`src/rtl/restoring_divider.sv`:
```
// restoring_divider: sequential N-bit restoring divider, one quotient bit per two cycles.
// Define DIV_SIGNED_EN for two's-complement operands with a quotient truncated toward zero.
module restoring_divider #(
    parameter int N = 4
) (
    input  logic         clk,
    input  logic         reset,
    input  logic         start,
    input  logic [N-1:0] A,
    input  logic [N-1:0] B,
    output logic         busy,
    output logic         done,
    output logic [N-1:0] quotient,
    output logic [N-1:0] remainder,
    output logic         div_by_zero
);
    localparam int CW = $clog2(N + 1);
    typedef enum logic [2:0] {IDLE, INIT, SHIFT, SUB, FIX, DONE} state_t;
    state_t        state;
    logic [N:0]    r;
    logic [N-1:0]  q, d, a_r, b_r, mag_a, mag_b, q_fix, r_fix;
    logic [CW-1:0] cnt;
`ifdef DIV_SIGNED_EN
    // Magnitudes are N-bit unsigned so that -2^(N-1) stays representable.
    always_comb begin
        mag_a = a_r[N-1] ? -a_r : a_r;
        mag_b = b_r[N-1] ? -b_r : b_r;
        q_fix = (a_r[N-1] ^ b_r[N-1]) ? -q : q;
        r_fix = a_r[N-1] ? -r[N-1:0] : r[N-1:0];
    end
`else
    always_comb begin
        mag_a = a_r;
        mag_b = b_r;
        q_fix = q;
        r_fix = r[N-1:0];
    end
`endif
    always_ff @(posedge clk or negedge reset) begin
        if (!reset) begin
            state       <= IDLE;
            busy        <= 1'b0;
            done        <= 1'b0;
            quotient    <= '0;
            remainder   <= '0;
            div_by_zero <= 1'b0;
            r           <= '0;
            q           <= '0;
            d           <= '0;
            a_r         <= '0;
            b_r         <= '0;
            cnt         <= '0;
        end else begin
            case (state)
                IDLE: if (start) begin
                    a_r   <= A;
                    b_r   <= B;
                    busy  <= 1'b1;
                    state <= INIT;
                end
                INIT: begin
                    // The first shift of {R,Q} is folded into the load, so the loop starts at SUB.
                    {r, q} <= {{N{1'b0}}, mag_a, 1'b0};
                    d      <= mag_b;
                    cnt    <= '0;
                    if (b_r == '0) begin
                        quotient    <= '1;
                        remainder   <= a_r;
                        div_by_zero <= 1'b1;
                        busy        <= 1'b0;
                        done        <= 1'b1;
                        state       <= DONE;
                    end else begin
                        state <= SUB;
                    end
                end
                SHIFT: begin
                    {r, q} <= {r[N-1:0], q, 1'b0};
                    state  <= SUB;
                end
                SUB: begin
                    if (r >= {1'b0, d}) begin
                        r    <= r - {1'b0, d};
                        q[0] <= 1'b1;
                    end
                    cnt   <= cnt + 1'b1;
                    state <= (cnt == CW'(N - 1)) ? FIX : SHIFT;
                end
                FIX: begin
                    quotient    <= q_fix;
                    remainder   <= r_fix;
                    div_by_zero <= 1'b0;
                    busy        <= 1'b0;
                    done        <= 1'b1;
                    state       <= DONE;
                end
                DONE: begin
                    done  <= 1'b0;
                    state <= IDLE;
                end
                default: state <= IDLE;
            endcase
        end
    end
endmodule

```
`config.mk`:
```
export PLATFORM = sky130hd
export DESIGN_NAME = restoring_divider
export DESIGN_NICKNAME = d
export VERILOG_FILES = /design/src/rtl/restoring_divider.sv
export SDC_FILE = /design/constraint.sdc
export NUM_CORES = 1
export LEC_CHECK = 0
export CORE_ASPECT_RATIO = 0.75
export CORE_MARGIN = 2
export CORE_UTILIZATION = 55
export DETAILED_ROUTE_END_ITERATION = 6
export PLACE_DENSITY = 0.78
export SLEW_MARGIN = 10
export SYNTH_ARGS = -nofsm -noshare
export SYNTH_HDL_FRONTEND = slang
export SYNTH_SLANG_ARGS = --single-unit
```
`constraint.sdc`:
```
create_clock -name clk -period 2.3 [get_ports clk]
set_input_delay 0.345 -clock clk [delete_from_list [all_inputs] [get_ports clk]]
set_output_delay 0.345 -clock clk [all_outputs]
set_load 0.02 [all_outputs]
```
==> flow_metrics.py, run 1 <==
metrics = {
    "outcome": {
        "run_status": "finished clean",
    },
    "floorplanning": {
        "rows": 19,
        "start_util_pct": 56.5,
        "ioPinCount": 22,
        "die_area_um2": 4190,
        "die_h_um": 56.6,
        "die_w_um": 74.1,
        "coreArea_um2": 3590,
    },
    "global_routing": {
        "antenna_found_initial": 0,
        "grt_pass1_vias": 1572,
        "grt_max_degree": 39,
        "grt_pass1_wl_um": 7280,
        "grt_use_total_pct": 22.8,
        "grt_overflow_total": 0,
    },
    "place": {
        "placed_area_um2": 2270,
        "place.port_buffers": 21,
        "dp_hpwl_um": 3160,
        "routabilityCongestion": 0.890,
    },
    "finish": {
        "fin_nets": 244,
        "synthToLayoutAreaGrowth_pct": 16.0,
        "final_area_um2": 2350,
        "diodes": 0,
        "multiInputGateArea_um2": 971,
        "ff_latch_area_um2": 951,
        "layout-drive-gt1-share_pct": 17.3,
        "fill_cells": 289,
    },
    "sta": {
        "timing.setup.tns_ns": 0,
        "skew_ns": 0.00585,
        "hold_ws_ns": 0.160,
        "drv_slew": 0,
        "hold_viol": 0,
        "fin_crit_sh_pct": 84.8,
        "finalSetupViolations": 0,
        "worst_pin_slew_ns": 0.840,
        "rsz0062_at_grt": "no",
        "max_freq_mhz": 513,
        "relSlewSlack_pct": 44.0,
        "min_period_ns": 1.95,
    },
    "critical_path": {
        "endpoint_kind": "flop",
        "crit_arrival_ns": 2.12,
        "critical_path.max_fanout": 7,
        "worst-setup-path-type": "flop to flop",
        "worstPathRequired_ns": 2.47,
        "critPathLaunchType": "flop",
    },
    "synth": {
        "synth.area.top_cells": "dfrtp_1 47%, mux2_2 5.0%, o21ai_0 4.9%, ha_1 3.7%, a21oi_1 3.2%",
        "yosysMostFrequentCell": "dfrtp_1",
        "synth_nets": 222,
        "syn_area_per_cell_um2": 9.94,
        "ys_async_sr_fraction_pct": 100,
        "synth_edf_count": 0,
        "synthesis.instances": 204,
        "ys_warn_count": 0,
        "synth_top_area_share_pct": 46.9,
        "synth.cell_area_um2": 2030,
        "seq_area_frac_synth_pct": 46.9,
        "synth_top_area_cell": "dfrtp_1",
        "ys_types": 43,
        "synthTopCellsByCount": "38 x dfrtp_1, 20 x o21ai_0, 16 x nand2_1",
        "ys_dominant_reg_cell": "dfrtp_1",
        "synth_seq_cells": 38,
    },
    "clock_tree": {
        "cts_tree": "done",
        "clock-sinks": 38,
        "cts_root_buf": "clkbuf_8",
        "cts_buffers": 5,
        "cts_setup_buffers": 0,
        "ctsResizeCount": 0,
        "postCtsHoldBufs": 0,
        "h-tree-depth": 2,
        "path_clk_slew_ns": 0.07,
        "clk_path_buf_depth": 2,
        "clk_latency_ns": 0.28,
    },
    "drt": {
        "wl_per_cell_um": 15.4,
        "drc": 0,
        "vias": 1594,
        "antenna_left": 0,
        "drt_iter0_markers": 122,
        "first_pass_iters": 4,
        "wl_um": 4280,
        "routed_via_density": 5.73,
    },
    "pwr": {
        "powerDensity_nw_per_um2": 1520,
        "ir_drop_mv": 0.839,
        "p_leak_nw": 1.02,
    },
    "job": {
        "drv_cap": 0,
    },
    "hold_path": {
        "hp-class": "primary input to async pin",
    },
}
## where the power goes
| group | internal, mW | switching (mW) |
|---|---|---|
| clock | 0.208 | 0.222 |
| combinational | 0.875 | 1.01 |
| sequential | 0.983 | 0.284 |
## placed cells by master (no fill, tap or decap), types with 2 or more instances in the layout
master	count
clkbuf_8	5
dfrtp_1	38
o21ai_0	20
nor2_1	12
nor2b_1	6
inv_1	9
and3_1	2
clkdlybuf4s50_1	20
nand2b_1	6
o22a_2	4
nor3_1	5
nor2_2	4
a21oi_1	13
a21oi_2	4
buf_4	6
ha_1	6
o22ai_1	4
o31ai_1	2
nand3_1	4
nand2_1	16
mux2i_1	6
mux2_2	9
or3_1	3
o211ai_1	2
## stage by stage
stage	util, %	std cells	setup slack (ns)	total power [mW]
floorplan	-	204	0.451	2.61
global placement	63.3	271	0.454	3.03
detailed placement	63.3	271	0.374	3.16
CTS	65.5	278	0.359	3.59
global route	65.5	278	0.182	3.87
finish	65.5	278	0.349	3.58
## cell type report
cell class | instances | area share [%]
multi-input combinational | 145 | 41.3
sequential | 38 | 40.4
timing repair buffer | 27 | 10.6
clock buffer | 6 | 3.09
tap | 52 | 2.77
inverter | 9 | 1.44
clock inverter | 1 | 0.319
## critical path, cell delays in order, from the launching register on
cell	delay, ns
dfrtp_1	0.43
ha_1	0.34
nor2b_1	0.15
o31a_1	0.27
or2_1	0.32
mux2i_1	0.16
a21o_1	0.18
## worst paths after layout
kind,from,cells past startpoint,slack [ns],endpoint
min in group clk,done,1,0.49,done
min reg2reg,done,1,0.49,done
min,reset,1,0.16,quotient[2]
max,r[1],6,0.35,r[2]
max in group asynchronous,reset,1,1.61,a_r[2]
max reg2reg,r[1],6,0.35,r[2]
## per-layer routing
metal | vias to the layer above | track usage [%] | part of all wire (%)
li1 | 774 | - | -
met1 | 769 | 30.4 | 45
met2 | 45 | 37.5 | 49
met3 | 6 | 5.03 | 5.0
met4 | 0 | 5.97 | 0.84
met5 | - | 0 | 0
## logic make-up (layout without fill, tap and decap cells)
kind of cell    Yosys count  after routing  synth area share (%)
buf+inv                  21             43                  5.19
flops                    38             38                  46.9
simple gates             62             62                  15.6
mux                      15             15                  7.96
compound gates           61             61                  19.7
fa+ha+maj                 7              7                  4.69
## sequential cells by signal, indices dropped and copies added (netlist names)
signal	flops
a_r	4
div_by_zero	1
q	4
state	3
cnt	3
r	5
d	4
b_r	4
busy	1
remainder	4
quotient	4
done	1
(Power assumes the default switching activity.)
==> run 2, diff against run 1 <==
==> constraint.sdc (replaced) <==
create_clock -name clk -period 1.85 [get_ports clk]
set_input_delay 0.2775 -clock clk [delete_from_list [all_inputs] [get_ports clk]]
set_output_delay 0.2775 -clock clk [all_outputs]
set_load 0.02 [all_outputs]
==> run 2 against run 1 <==
Net effect: the run now ends with setup timing left; cell count is 4.7% higher; clock skew is 0.00082 ns lower; sequential share of layout area is 3.0 points lower; worst setup slack worse by 0.37 ns; worst hold slack worse by 0.14 ns; register-to-register slack worse by 0.37 ns; non-clock buffer count is 12 higher; largest cell class unchanged.
==> flow_metrics.py, run 2 (same netlist as run 1, synthesis figures left out) <==
metrics = {
    "global_routing": {
        "grt_pass1_vias": 1617,
        "grt_use_total_pct": 24.7,
        "grt_max_degree": 39,
        "grt_pass1_wl_um": 7810,
        "grt_overflow_total": 0,
        "antenna_found_initial": 0,
    },
    "critical_path": {
        "critical_path.max_fanout": 7,
        "rr_endpoint": "r[2]",
        "critical_path.endpoint": "r[2]",
        "critPathLaunchType": "flop",
        "critPathLaunch": "d[1]",
        "rr_worst_depth": 7,
        "endpoint_kind": "flop",
        "crit_arrival_ns": 2.07,
        "worst-setup-path-type": "flop to flop",
        "worstPathRequired_ns": 2.05,
        "r2r_start": "d[1]",
        "r2r_setup_slack_ns": -0.02,
    },
    "clock_tree": {
        "h-tree-depth": 2,
        "clock-sinks": 38,
        "cts_buffers": 5,
        "cts_root_buf": "clkbuf_8",
        "postCtsHoldBufs": 0,
        "clk_latency_ns": 0.30,
        "path_clk_slew_ns": 0.08,
        "clk_path_buf_depth": 2,
        "cts_tree": "done",
    },
    "sta": {
        "hold_viol": 0,
        "finalSetupViolations": 1,
        "relSlewSlack_pct": 67.9,
        "min_period_ns": 1.87,
        "skew_ns": 0.00503,
        "drv_slew": 0,
        "worst_pin_slew_ns": 0.481,
        "max_freq_mhz": 535,
        "rsz0062_at_grt": "yes",
        "fin_crit_sh_pct": 101,
        "worst_slack_ns": -0.0198,
    },
    "drt": {
        "drc": 0,
        "antenna_left": 0,
        "wl_per_cell_um": 16.1,
        "drt_iter0_markers": 195,
        "vias": 1663,
        "first_pass_iters": 4,
        "routed_via_density": 5.71,
        "wl_um": 4690,
    },
    "finish": {
        "final_area_um2": 2540,
        "synthToLayoutAreaGrowth_pct": 25.4,
        "top_register": "r",
        "fin_cells": 291,
        "largest_reg_flops": 5,
        "fin_nets": 256,
        "final_common_cell": "dfrtp_1",
        "final_cell_mix": "38 x dfrtp_1, 20 x clkdlybuf4s50_1, 19 x o21ai_0",
        "fin_util_pct": 70.8,
        "layout-drive-gt1-share_pct": 26.4,
        "diodes": 0,
    },
    "hold_path": {
        "hp-class": "primary input to async pin",
    },
    "place": {
        "placed_area_um2": 2320,
        "routabilityCongestion": 0.866,
        "dp_hpwl_um": 3140,
        "place.port_buffers": 21,
        "placedCellCount": 278,
    },
    "outcome": {
        "run_status": "finished, violations left",
        "violations": "setup timing",
    },
    "pwr": {
        "ir_drop_mv": 1.11,
        "p_leak_nw": 1.11,
        "powerDensity_nw_per_um2": 2060,
    },
    "floorplanning": {
        "die_area_um2": 4190,
        "start_util_pct": 56.5,
        "die_h_um": 56.6,
        "die_w_um": 74.1,
        "ioPinCount": 22,
        "coreArea_um2": 3590,
        "rows": 19,
    },
    "job": {
        "drv_cap": 0,
    },
}
-- run 2: cell types whose count changed in the layout (fill, tap and decap cells not counted), sizes merged --
cell | previous run | this run
buf | 7 | 19
bufinv | 0 | 2
clkbuf | 6 | 5
clkinv | 0 | 1
clkinvlp | 1 | 0
-- run 2: power breakdown --
group / total [mW] / switching [mW] / internal, mW
Sequential: 1.51 / 0.289 / 1.22
Clock: 0.863 / 0.323 / 0.540
Combinational: 2.88 / 1.51 / 1.37
-- run 2: area by class of cell --
cell class	count	area, µm²
clock buffer	5	68.8
clock inverter	3	68.8
fill	253	1050
inverter	9	33.8
multi-input combinational	145	1010
sequential	38	951
tap	52	65.1
timing repair buffer	39	340
-- run 2: worst max-delay path, cell delays in order (launching register included) --
cell and delay [ns]:
dfrtp_1 0.40, inv_2 0.09, ha_4 0.21, nor2b_4 0.12, o31a_1 0.32, or2_4 0.31
mux2i_2 0.16, a21o_1 0.16
-- run 2: through the flow --
stage	hold WS (ns)	power [mW]	setup TNS (ns)	setup slack, ns
after CTS	0.0364	4.94	0	0.00304
after global placement	0.346	3.87	0	0.0429
final	0.0205	5.25	-0.0198	-0.0198
after detailed placement	0.355	4.02	-0.151	-0.0814
after floorplan	-0.0181	3.24	0	0.00109
after global routing	0.0538	5.60	-0.180	-0.0607
-- run 2: repair_timing --
action / in CTS / in global routing
resized for setup: 1 / 11
setup buffers: 1 / 4
hold endpoints to repair: 0 / 0
setup endpoints to repair: 5 / 6
pin swaps: 0 / 4
-- run 2: worst min-delay path by stage --
stage                     startpoint     endpoint  slack [ns]  cells past startpoint
final                          reset  quotient[3]        0.02                      2
after global routing           reset  quotient[2]        0.05                      2
after CTS                      reset  quotient[2]        0.04                      2
after detailed placement       reset  quotient[2]        0.36                      2
after global placement         reset  quotient[3]        0.35                      2
after floorplan                reset       a_r[0]       -0.02                      0
-- run 2: per-layer routing --
layer	up-vias	track usage (%)	share of wire, %
li1	792	-	-
met1	789	35.5	44
met2	70	34.8	47
met3	12	7.00	6.8
met4	0	10.4	2.3
met5	-	0	0
==> run 3, diff against run 2 <==
--- a/config.mk
+++ b/config.mk
@@ -9,7 +9,8 @@
 export CORE_MARGIN = 2
 export CORE_UTILIZATION = 55
 export DETAILED_ROUTE_END_ITERATION = 6
-export PLACE_DENSITY = 0.78
+export DONT_BUFFER_PORTS = 1
+export PLACE_DENSITY = 0.7
 export SLEW_MARGIN = 10
 export SYNTH_ARGS = -nofsm -noshare
 export SYNTH_HDL_FRONTEND = slang
==> run 3 against run 2 <==
Net effect: the flow now finishes without violations; clock power is 37% lower; cell count is 9.3% lower; power is 14% lower.
==> flow_metrics.py, run 3 (same netlist as run 1, synthesis figures left out) <==
metrics = {
    "sta": {
        "hold_ws_ns": 0.144,
        "timing.setup.tns_ns": 0,
        "finalSetupViolations": 0,
        "hold_viol": 0,
        "drv_slew": 0,
        "skew_ns": 0.00839,
        "rsz0062_at_grt": "no",
        "relSlewSlack_pct": 73.7,
        "worst_pin_slew_ns": 0.393,
        "fin_crit_sh_pct": 97.9,
        "min_period_ns": 1.81,
        "worst_slack_ns": 0.0391,
        "max_freq_mhz": 552,
    },
    "clock_tree": {
        "clock-sinks": 38,
        "path_clk_slew_ns": 0.06,
        "cts_tree": "done",
        "h-tree-depth": 2,
        "cts_buffers": 5,
        "clk_path_buf_depth": 2,
        "clk_latency_ns": 0.29,
        "cts_root_buf": "clkbuf_8",
    },
    "finish": {
        "final_cell_mix": "38 x dfrtp_1, 19 x o21ai_0, 16 x nand2_1",
        "final_area_um2": 2260,
        "final_common_cell": "dfrtp_1",
        "fin_util_pct": 62.9,
        "fin_nets": 231,
        "top_register": "r",
        "fin_cells": 264,
        "layout-drive-gt1-share_pct": 25.0,
        "diodes": 0,
        "synthToLayoutAreaGrowth_pct": 11.4,
        "largest_reg_flops": 5,
    },
    "critical_path": {
        "critical_path.max_fanout": 2,
        "cp_num_buf_inv": 1,
        "endpoint_kind": "flop",
        "r2r_start": "r[1]",
        "worstPathRequired_ns": 2.07,
        "critPathTopFamily": "compound AO/OA/AOI/OAI gates",
        "critPathLaunchType": "flop",
        "crit_path_max_incr_delay_ns": 0.42,
        "slowest_stage": "dfrtp_1",
        "worstPathCellList": "ha_4, nor2b_1, o31a_1, buf_4, a211oi_1, o211ai_1, nand3_1",
        "crit_arrival_ns": 2.03,
        "worst-setup-path-type": "flop to flop",
        "critPathLaunch": "r[1]",
    },
    "drt": {
        "wl_um": 4410,
        "wl_per_cell_um": 16.7,
        "routed_via_density": 5.96,
        "antenna_left": 0,
        "drc": 0,
        "first_pass_iters": 4,
        "drt_iter0_markers": 154,
        "vias": 1574,
    },
    "floorplanning": {
        "rows": 19,
        "die_w_um": 74.1,
        "start_util_pct": 56.5,
        "die_h_um": 56.6,
        "ioPinCount": 22,
        "coreArea_um2": 3590,
        "die_area_um2": 4190,
    },
    "place": {
        "dp_hpwl_um": 3130,
        "placed_area_um2": 2100,
        "pre_cts_slack_ns": -0.0437,
        "placedCellCount": 255,
        "routabilityCongestion": 0.982,
        "place.port_buffers": 0,
    },
    "pwr": {
        "ir_drop_mv": 0.977,
        "p_sw_mw": 1.94,
        "seqPwrFrac_pct": 36.9,
        "p_leak_nw": 0.986,
        "powerDensity_nw_per_um2": 2010,
        "swShare_pct": 42.8,
        "finalPower_mw": 4.53,
        "p_clk_share_pct": 12.1,
        "pwr-share-comb_pct": 51.0,
        "p_int_mw": 2.59,
    },
    "global_routing": {
        "grt_pass1_vias": 1486,
        "grt_use_total_pct": 23.1,
        "antenna_found_initial": 0,
        "grt_overflow_total": 0,
        "grt_pass1_wl_um": 7160,
        "grt_max_degree": 39,
    },
    "job": {
        "drv_cap": 0,
    },
    "hold_path": {
        "hp-class": "primary input to flop",
        "holdCritStartpoint": "B[3]",
    },
    "outcome": {
        "run_status": "finished clean",
    },
}
run 3: layout make-up:
cell class	count	area [µm²]
Clock buffer	6	82.6
Fill cell	304	1330
Inverter	9	33.8
Multi-Input combinational cell	145	1000
Sequential cell	38	951
Tap cell	52	65.1
Timing Repair Buffer	14	124
run 3: power by group through the flow:
stage,registers (mW),logic (mW),clock network [mW]
3_5_place_dp,1.68,2.13,0
3_3_place_gp,1.65,2.06,0
4_1_cts,1.67,2.22,0.561
6_report,1.67,2.31,0.547
5_1_grt,1.73,2.57,0.597
2_1_floorplan,1.58,1.66,0
run 3: what timing repair did:
item                                   in CTS  in global routing
endpoints found under the hold margin      38                  0
buffers inserted                            0                  1
setup endpoints to repair                   5                 13
hold buffers                                2                  0
gates resized for setup                     2                  8
run 3: final timing paths:
path / to / slack (ns) / cells past startpoint
min: b_r[3] / 0.14 / 1
max reg2reg: r[3] / 0.04 / 7
min in group asynchronous: quotient[2] / 0.44 / 2
min reg2reg: cnt[1] / 0.50 / 2
max: r[3] / 0.04 / 7
max in group asynchronous: r[2] / 1.21 / 2
run 3: per-layer routing:
metal  GRT usage (%)  up-vias  routed length [µm]
li1                -      738                   -
met1            32.7      763                1900
met2            34.2       65                2060
met3            6.10        8                 380
met4            8.05        0                  69
met5               0        -                   0
